## src/rtl/mmio_peripherals.sv

```systemverilog
// Memory-mapped timer, systick, LED and 7-segment registers on the CPU data-memory side.
// Reads are combinational; writes and timer/tick updates land on the rising edge.
module mmio_peripherals #(
   parameter logic [31:0] BASE_ADDR = 32'h4000_0000
) (
   input  logic        clk,
   input  logic        reset,
   input  logic [31:0] Address,
   input  logic [31:0] WriteData,
   input  logic        MemRead,
   input  logic        MemWrite,
   output logic [31:0] ReadData,
   output logic        Hit,
   output logic        IRQ,
   output logic [7:0]  leds,
   output logic [11:0] digi
);

   localparam logic [2:0] OFF_TH   = 3'd0;
   localparam logic [2:0] OFF_TL   = 3'd1;
   localparam logic [2:0] OFF_TCON = 3'd2;
   localparam logic [2:0] OFF_LEDS = 3'd3;
   localparam logic [2:0] OFF_DIGI = 3'd4;
   localparam logic [2:0] OFF_TICK = 3'd5;

   logic [31:0] th_q, th_d;
   logic [31:0] tl_q, tl_d;
   logic [2:0]  tcon_q, tcon_d;
   logic [7:0]  leds_q, leds_d;
   logic [11:0] digi_q, digi_d;
   logic [31:0] systick_q, systick_d;

   logic [31:0] offs;
   logic [2:0]  word_off;
   logic        wr_en;
   logic        ovf;
   logic        irq_set;

   // Unsigned subtraction makes addresses below the base wrap high, so one compare bounds both ends.
   assign offs     = Address - BASE_ADDR;
   assign Hit      = (offs < 32'd24);
   assign word_off = offs[4:2];
   assign wr_en    = MemWrite && Hit;

   assign ovf     = tcon_q[0] && (tl_q == 32'hFFFF_FFFF);
   assign irq_set = ovf && tcon_q[1];

   always_comb begin
      ReadData = 32'h0;
      if (MemRead && Hit) begin
         case (word_off)
            OFF_TH:   ReadData = th_q;
            OFF_TL:   ReadData = tl_q;
            OFF_TCON: ReadData = {29'h0, tcon_q};
            OFF_LEDS: ReadData = {24'h0, leds_q};
            OFF_DIGI: ReadData = {20'h0, digi_q};
            OFF_TICK: ReadData = systick_q;
            default:  ReadData = 32'h0;
         endcase
      end
   end

   always_comb begin
      th_d      = th_q;
      tl_d      = tl_q;
      tcon_d    = tcon_q;
      leds_d    = leds_q;
      digi_d    = digi_q;
      systick_d = systick_q + 32'd1;

      if (tcon_q[0]) begin
         tl_d = ovf ? th_q : tl_q + 32'd1;
      end
      if (irq_set) begin
         tcon_d[2] = 1'b1;
      end

      // Software writes override the timer, except that a same-edge overflow still sets status.
      if (wr_en) begin
         case (word_off)
            OFF_TH:   th_d   = WriteData;
            OFF_TL:   tl_d   = WriteData;
            OFF_TCON: tcon_d = {WriteData[2] | irq_set, WriteData[1:0]};
            OFF_LEDS: leds_d = WriteData[7:0];
            OFF_DIGI: digi_d = WriteData[11:0];
            default:  ;
         endcase
      end
   end

   always_ff @(posedge clk or posedge reset) begin
      if (reset) begin
         th_q      <= 32'h0;
         tl_q      <= 32'h0;
         tcon_q    <= 3'h0;
         leds_q    <= 8'h0;
         digi_q    <= 12'h0;
         systick_q <= 32'h0;
      end else begin
         th_q      <= th_d;
         tl_q      <= tl_d;
         tcon_q    <= tcon_d;
         leds_q    <= leds_d;
         digi_q    <= digi_d;
         systick_q <= systick_d;
      end
   end

   assign IRQ  = tcon_q[2];
   assign leds = leds_q;
   assign digi = digi_q;

endmodule

```

## config.mk

```make
export PLATFORM = sky130hd
export DESIGN_NAME = mmio_peripherals
export DESIGN_NICKNAME = d
export VERILOG_FILES = /design/src/rtl/mmio_peripherals.sv
export SDC_FILE = /design/constraint.sdc
export NUM_CORES = 1
export LEC_CHECK = 0
export ABC_AREA = 1
export CAP_MARGIN = 20
export CORE_MARGIN = 4
export CORE_UTILIZATION = 36
export DETAILED_ROUTE_END_ITERATION = 10
export PLACE_DENSITY = 0.71
export SYNTH_ARGS = -nofsm -noshare
export SYNTH_HDL_FRONTEND = slang
export SYNTH_SLANG_ARGS = --single-unit
```

## constraint.sdc

```tcl
create_clock -name clk -period 3.61 [get_ports clk]
set_input_delay 0.361 -clock clk [delete_from_list [all_inputs] [get_ports clk]]
set_output_delay 0.361 -clock clk [all_outputs]
set_load 0.005 [all_outputs]
```

==> results.sh, run 1 <==
export IMPL_track_usage=0.212
export IMPL_maxClockFrequency_ghz=0.307
export IMPL_synth_seq_cells=119
export IMPL_start_util=0.367
export IMPL_ir_drop_mv=0.222
export IMPL_crit_path_end="ReadData[17]"
export IMPL_startpoint_type="input pin"
export IMPL_drv_cap=0
export IMPL_htree_levels=4
export IMPL_die_y_microns=155
export IMPL_critical_path_depth=8
export IMPL_finalSetupTns_ps=0
export IMPL_route_vias_total=8010
export IMPL_cts_buffers=17
export IMPL_viasPerCell=5.12
export IMPL_hold_ws_ps=423
export IMPL_synthesis_area_sq_um=7740
export IMPL_period_needed_ps=3260
export IMPL_p_sw_uw=745
export IMPL_clock_skew_ps=12.6
export IMPL_yosysWarnings=0
export IMPL_drv_slew=0
export IMPL_worstReg2RegEnd="tl_q[23]"
export IMPL_row_count=53
export IMPL_cts_path_max_buffers=2
export IMPL_r2r_setup_slack_ps=850
export IMPL_path_cells="clkdlybuf4s50_1, inv_1, nand3_1, inv_1, buf_4, nand2_1, a31oi_1, clkdlybuf4s50_1"
export IMPL_slew_headroom=0.502
export IMPL_cts_tree="yes"
export IMPL_worstHoldPathType="input pin to async pin"
export IMPL_cts_root_buf="clkbuf_16"
export IMPL_finalSetupViolCount=0
export IMPL_combinationalPowerShare=0.050
export IMPL_r2r_cells=9
export IMPL_arrival_ps=2900
export IMPL_grt_pass1_vias=7733
export IMPL_nNetsFinal=1348
export IMPL_core_sq_um=21100
export IMPL_io_buffers=119
export IMPL_slowest_delay_ps=550
export IMPL_antenna_left=0
export IMPL_finalHoldViolCount=0
export IMPL_required_ps=3250
export IMPL_rsz0062_at_grt="false"
export IMPL_path_buf_inv=5
export IMPL_wl_microns=25300
export IMPL_path_class="input pin to primary output"
export IMPL_dieArea_sq_um=23900
export IMPL_synth_distinct_cells=33
export IMPL_critPathLaunch="Address[4]"
export IMPL_io_pin_count=122
export IMPL_antennaDiodeCount=0
export IMPL_cpMaxStageDelayCell="clkdlybuf4s50_1"
export IMPL_post_cts_buffers=0
export IMPL_wl_per_cell_microns=16.2
export IMPL_ctsHoldBuffers=0
export IMPL_cellPowerDensity_nw_per_um2=340
export IMPL_switching_share=0.223
export IMPL_synthCells=1175
export IMPL_grt_pass1_wl_microns=40600
export IMPL_p_int_mw=2.60
export IMPL_finalCritPeriodShare=0.902
export IMPL_synth_net_count=1245
export IMPL_clock_latency_ps=430
export IMPL_drive_gt1_frac=0.0512
export IMPL_seq_power_share=0.399
export IMPL_area_growth_pct=27.1
export IMPL_fp_dieW_microns=155
export IMPL_status="finished, final reports clean"
export IMPL_endpoint_kind="primary output"
export IMPL_dp_hpwl_microns=17900
export IMPL_path_max_fanout=12
export IMPL_drt_iter0_drc=732
export IMPL_grt_ovfl_total=0
export IMPL_tightest_slew_ps=746
export IMPL_drc=0
export IMPL_gp_routability_congestion=0.935
export IMPL_grt_max_degree=57
export IMPL_antenna_found_initial=0
export IMPL_p_leak_nw=5.17
export IMPL_firstDrtPassIters=6
export IMPL_cts_clk_slew_worst_paths_ps=60
export IMPL_postCtsResizedCells=0
export IMPL_ys_seq_area_frac=0.385
export IMPL_avgSynthCellArea_sq_um=6.59
export IMPL_cp_top_family="buffers and inverters"
export IMPL_cts_sinks=119
export IMPL_worstReg2RegStart="tl_q[16]"
export IMPL_pwr_share_clk=0.551
[worst min path at each step]
stage                         end  depth (start not counted)
floorplan           systick_q[31]                          1
global placement          th_q[5]                          2
detailed placement        th_q[6]                          2
CTS                  systick_q[7]                          2
global route        systick_q[15]                          2
finish                   th_q[31]                          2
[power by group through the flow]
stage | logic [mW] | clock network, mW | registers (mW)
2_1_floorplan | 0.0572 | 0 | 1.36
6_report | 0.169 | 1.84 | 1.33
5_1_grt | 0.185 | 1.92 | 1.33
3_3_place_gp | 0.168 | 0 | 1.36
4_1_cts | 0.171 | 1.86 | 1.33
3_5_place_dp | 0.170 | 0 | 1.36
[registers in the layout, indices dropped and copies added (netlist names)]
register,cells
leds,8
th_q,32
digi,12
tl_q,32
tcon_q,3
systick_q,32
[Yosys cell counts (all sizes together)]
cell type	instances	area, sq um
nor3	15	80.1
buf	33	164
nor4	4	25.0
ha	2	25.0
clkbuf	18	67.6
a41oi	5	43.8
o22ai	4	25.0
a31oi	25	156
a21oi	38	190
nand3b	10	75.1
nand3	76	390
dfrtp	119	2980
nor3b	2	26.3
nand2	418	1600
a22oi	4	30.0
xnor2	7	61.3
xor2	29	254
inv	153	574
o21ai	47	243
nor2	127	492
nand4	39	244
[cell type report]
cell class	instances	area [sq um]
Fill cell	2153	11300
Clock inverter	11	173
Clock buffer	20	457
Multi-Input combinational cell	852	3960
Timing Repair Buffer	135	1350
Sequential cell	119	2980
Tap cell	275	344
Inverter	153	577
[kinds of logic after synthesis]
kind of cell | Yosys count | share of synthesized area
simple gates | 691 | 0.378
buf+inv | 204 | 0.104
compound gates | 123 | 0.0889
flops | 119 | 0.385
xor+xnor | 36 | 0.0407
fa+ha+maj | 2 | 0.00323
[placed cells by master, fill, tap and decap left out, types with 17 or more instances in the layout]
cell type | netlist | final
nand4_1 | 39 | 39
nor2_1 | 123 | 122
inv_1 | 150 | 149
o21ai_1 | 30 | 30
clkdlybuf4s50_1 | 0 | 119
nand2_1 | 413 | 413
xor2_1 | 29 | 29
a31oi_1 | 25 | 25
clkbuf_16 | 0 | 17
a21oi_1 | 38 | 38
nand3_1 | 74 | 74
dfrtp_1 | 119 | 119
[worst reg2reg max path, stage by stage (launching register included)]
cell and delay [ps]:
dfrtp_1 450, nand2_1 110, nor2_1 230, nand2_1 180, inv_1 90, buf_4 380
nand3_2 660, nand3_1 400, nand2_1 80, a21oi_1 120
[metal layers]
layer  GRT usage  routed length (microns)  vias up
met1       0.291                    11300     3712
met4      0.0585                      505        0
met2       0.335                    11500      344
li1            -                        -     3916
met3      0.0509                     2010       38
met5           0                        0        -
[metrics by stage]
step	power, mW	setup WS, ps	cells	util	instance area (sq um)
6_report	3.35	353	1565	0.466	9840
5_1_grt	3.44	225	1565	0.466	9840
4_1_cts	3.36	393	1565	0.466	9840
3_5_place_dp	1.53	362	1534	0.437	9210
3_3_place_gp	1.53	470	1534	0.437	9210
2_1_floorplan	1.42	91.5	1175	-	7740
No activity file was read; power rests on OpenSTA's default activity.
==> run 2, diff against run 1 <==
--- a/config.mk
+++ b/config.mk
@@ -10,7 +10,8 @@
 export CORE_MARGIN = 4
 export CORE_UTILIZATION = 36
 export DETAILED_ROUTE_END_ITERATION = 10
-export PLACE_DENSITY = 0.71
+export DONT_BUFFER_PORTS = 1
+export PLACE_DENSITY = 0.64
 export SYNTH_ARGS = -nofsm -noshare
 export SYNTH_HDL_FRONTEND = slang
 export SYNTH_SLANG_ARGS = --single-unit
==> run 2 against run 1 <==
The run now ends with negative hold slack left. Hold slack got worse by 430 ps. Clock power barely moved. Die area did not move. Largest cell class unchanged. Highest routed layer unchanged.
==> results.sh, run 2 (same netlist as run 1, synthesis figures left out) <==
export IMPL_endpoint_kind="register"
export IMPL_cellPowerDensity_nw_per_um2=379
export IMPL_clock_latency_ps=430
export IMPL_maxClockFrequency_ghz=0.367
export IMPL_path_class="register to register"
export IMPL_io_buffers=0
export IMPL_die_y_microns=155
export IMPL_post_cts_buffers=0
export IMPL_startpoint_type="register"
export IMPL_viasPerCell=5.27
export IMPL_cts_path_max_buffers=2
export IMPL_ctsHoldBuffers=0
export IMPL_hold_ws_ps=-9.75
export IMPL_tightest_slew_ps=879
export IMPL_dieArea_sq_um=23900
export IMPL_area_growth_pct=11.2
export IMPL_grt_pass1_wl_microns=39800
export IMPL_status="complete, but fails checks"
export IMPL_antennaDiodeCount=0
export IMPL_grt_max_degree=68
export IMPL_most_common_layout_cells="nand2_1, inv_1, nor2_1"
export IMPL_nNetsFinal=1225
export IMPL_wl_per_cell_microns=17.3
export IMPL_postCtsResizedCells=0
export IMPL_drc=0
export IMPL_p_leak_nw=4.72
export IMPL_drv_slew=0
export IMPL_grt_ovfl_total=0
export IMPL_antenna_left=0
export IMPL_cts_sinks=119
export IMPL_finalHoldViolCount=4
export IMPL_grt_pass1_vias=7208
export IMPL_htree_levels=4
export IMPL_firstDrtPassIters=6
export IMPL_layout_commonest_cell="nand2_1"
export IMPL_finalSetupViolCount=0
export IMPL_period_needed_ps=2730
export IMPL_fp_dieW_microns=155
export IMPL_required_ps=3960
export IMPL_dp_hpwl_microns=17500
export IMPL_finalCritPeriodShare=0.755
export IMPL_drt_iter0_drc=917
export IMPL_ir_drop_mv=0.285
export IMPL_arrival_ps=3070
export IMPL_rsz0062_at_grt="false"
export IMPL_top_regs="systick_q (32), th_q (32), tl_q (32)"
export IMPL_drive_gt1_frac=0.0539
export IMPL_fin_util=0.408
export IMPL_slew_headroom=0.413
export IMPL_wl_microns=25000
export IMPL_core_sq_um=21100
export IMPL_cts_clk_slew_worst_paths_ps=60
export IMPL_finalSetupTns_ps=0
export IMPL_violations="negative hold slack"
export IMPL_cts_tree="yes"
export IMPL_clock_skew_ps=12.5
export IMPL_path_max_fanout=30
export IMPL_track_usage=0.209
export IMPL_cts_root_buf="clkbuf_16"
export IMPL_cts_buffers=17
export IMPL_io_pin_count=122
export IMPL_route_vias_total=7606
export IMPL_gp_routability_congestion=0.924
export IMPL_row_count=53
export IMPL_antenna_found_initial=0
export IMPL_drv_cap=0
export IMPL_worstHoldPathType="input pin to async pin"
export IMPL_start_util=0.367
==> run 2: changes by cell type in the layout (fill, tap and decap cells not counted), sizes merged <==
| cell | change |
|---|---|
| clkdlybuf4s50 | -119 |
| clkbuf | -1 |
| clkinv | +3 |
| inv | +2 |
| buf | -4 |
| clkinvlp | -3 |
==> run 2: final cells by class <==
cell class | instances | area, sq um
fill | 2206 | 12500
clock buffer | 19 | 443
timing repair buffer | 12 | 115
tap | 275 | 344
clock inverter | 13 | 194
inverter | 153 | 577
sequential | 119 | 2980
multi-input combinational | 852 | 3960
==> run 2: worst paths after layout <==
path,start,endpoint,slack [ps],depth (start not counted)
worst min-delay path,reset,th_q[29],-10,1
max in group asynchronous,reset,tl_q[6],2810,2
worst min register to register,systick_q[31],systick_q[31],480,1
worst max register to register,tl_q[16],tl_q[12],880,8
worst max-delay path,tl_q[16],tl_q[12],880,8
min in group clk,WriteData[16],th_q[16],70,2
==> run 2: critical path, stage by stage, from the launching register on <==
cell and delay [ps]:
dfrtp_1 440, nand2_1 120, nor2_1 220, nand2_1 170
inv_1 440, nand3_2 670, nand3_1 330, nand3_1 100
a21oi_1 160
==> run 2: metrics by stage <==
stage	instance area (sq um)	worst slack [ps]	power (mW)	instances	hold WS, ps
6_report	8610	885	3.26	1443	-9.75
5_1_grt	8610	643	3.36	1443	66.4
4_1_cts	8610	911	3.29	1443	35.6
3_5_place_dp	7970	919	1.44	1411	463
3_3_place_gp	7970	967	1.44	1411	464
2_1_floorplan	7740	91.5	1.42	1175	446
==> run 2: metal layers <==
| layer | wire, microns | vias up | track usage |
|---|---|---|---|
| li1 | - | 3686 | - |
| met1 | 11100 | 3567 | 0.293 |
| met2 | 11200 | 325 | 0.321 |
| met3 | 2370 | 28 | 0.0602 |
| met4 | 338 | 0 | 0.0500 |
| met5 | 0 | - | 0 |
==> run 2: power breakdown <==
group | leakage (nW) | internal (mW) | total, mW | switching (mW)
combinational | 2.93 | 0.0150 | 0.0813 | 0.0663
sequential | 1.48 | 1.33 | 1.33 | 0.000000420
clock | 0.309 | 1.18 | 1.85 | 0.667
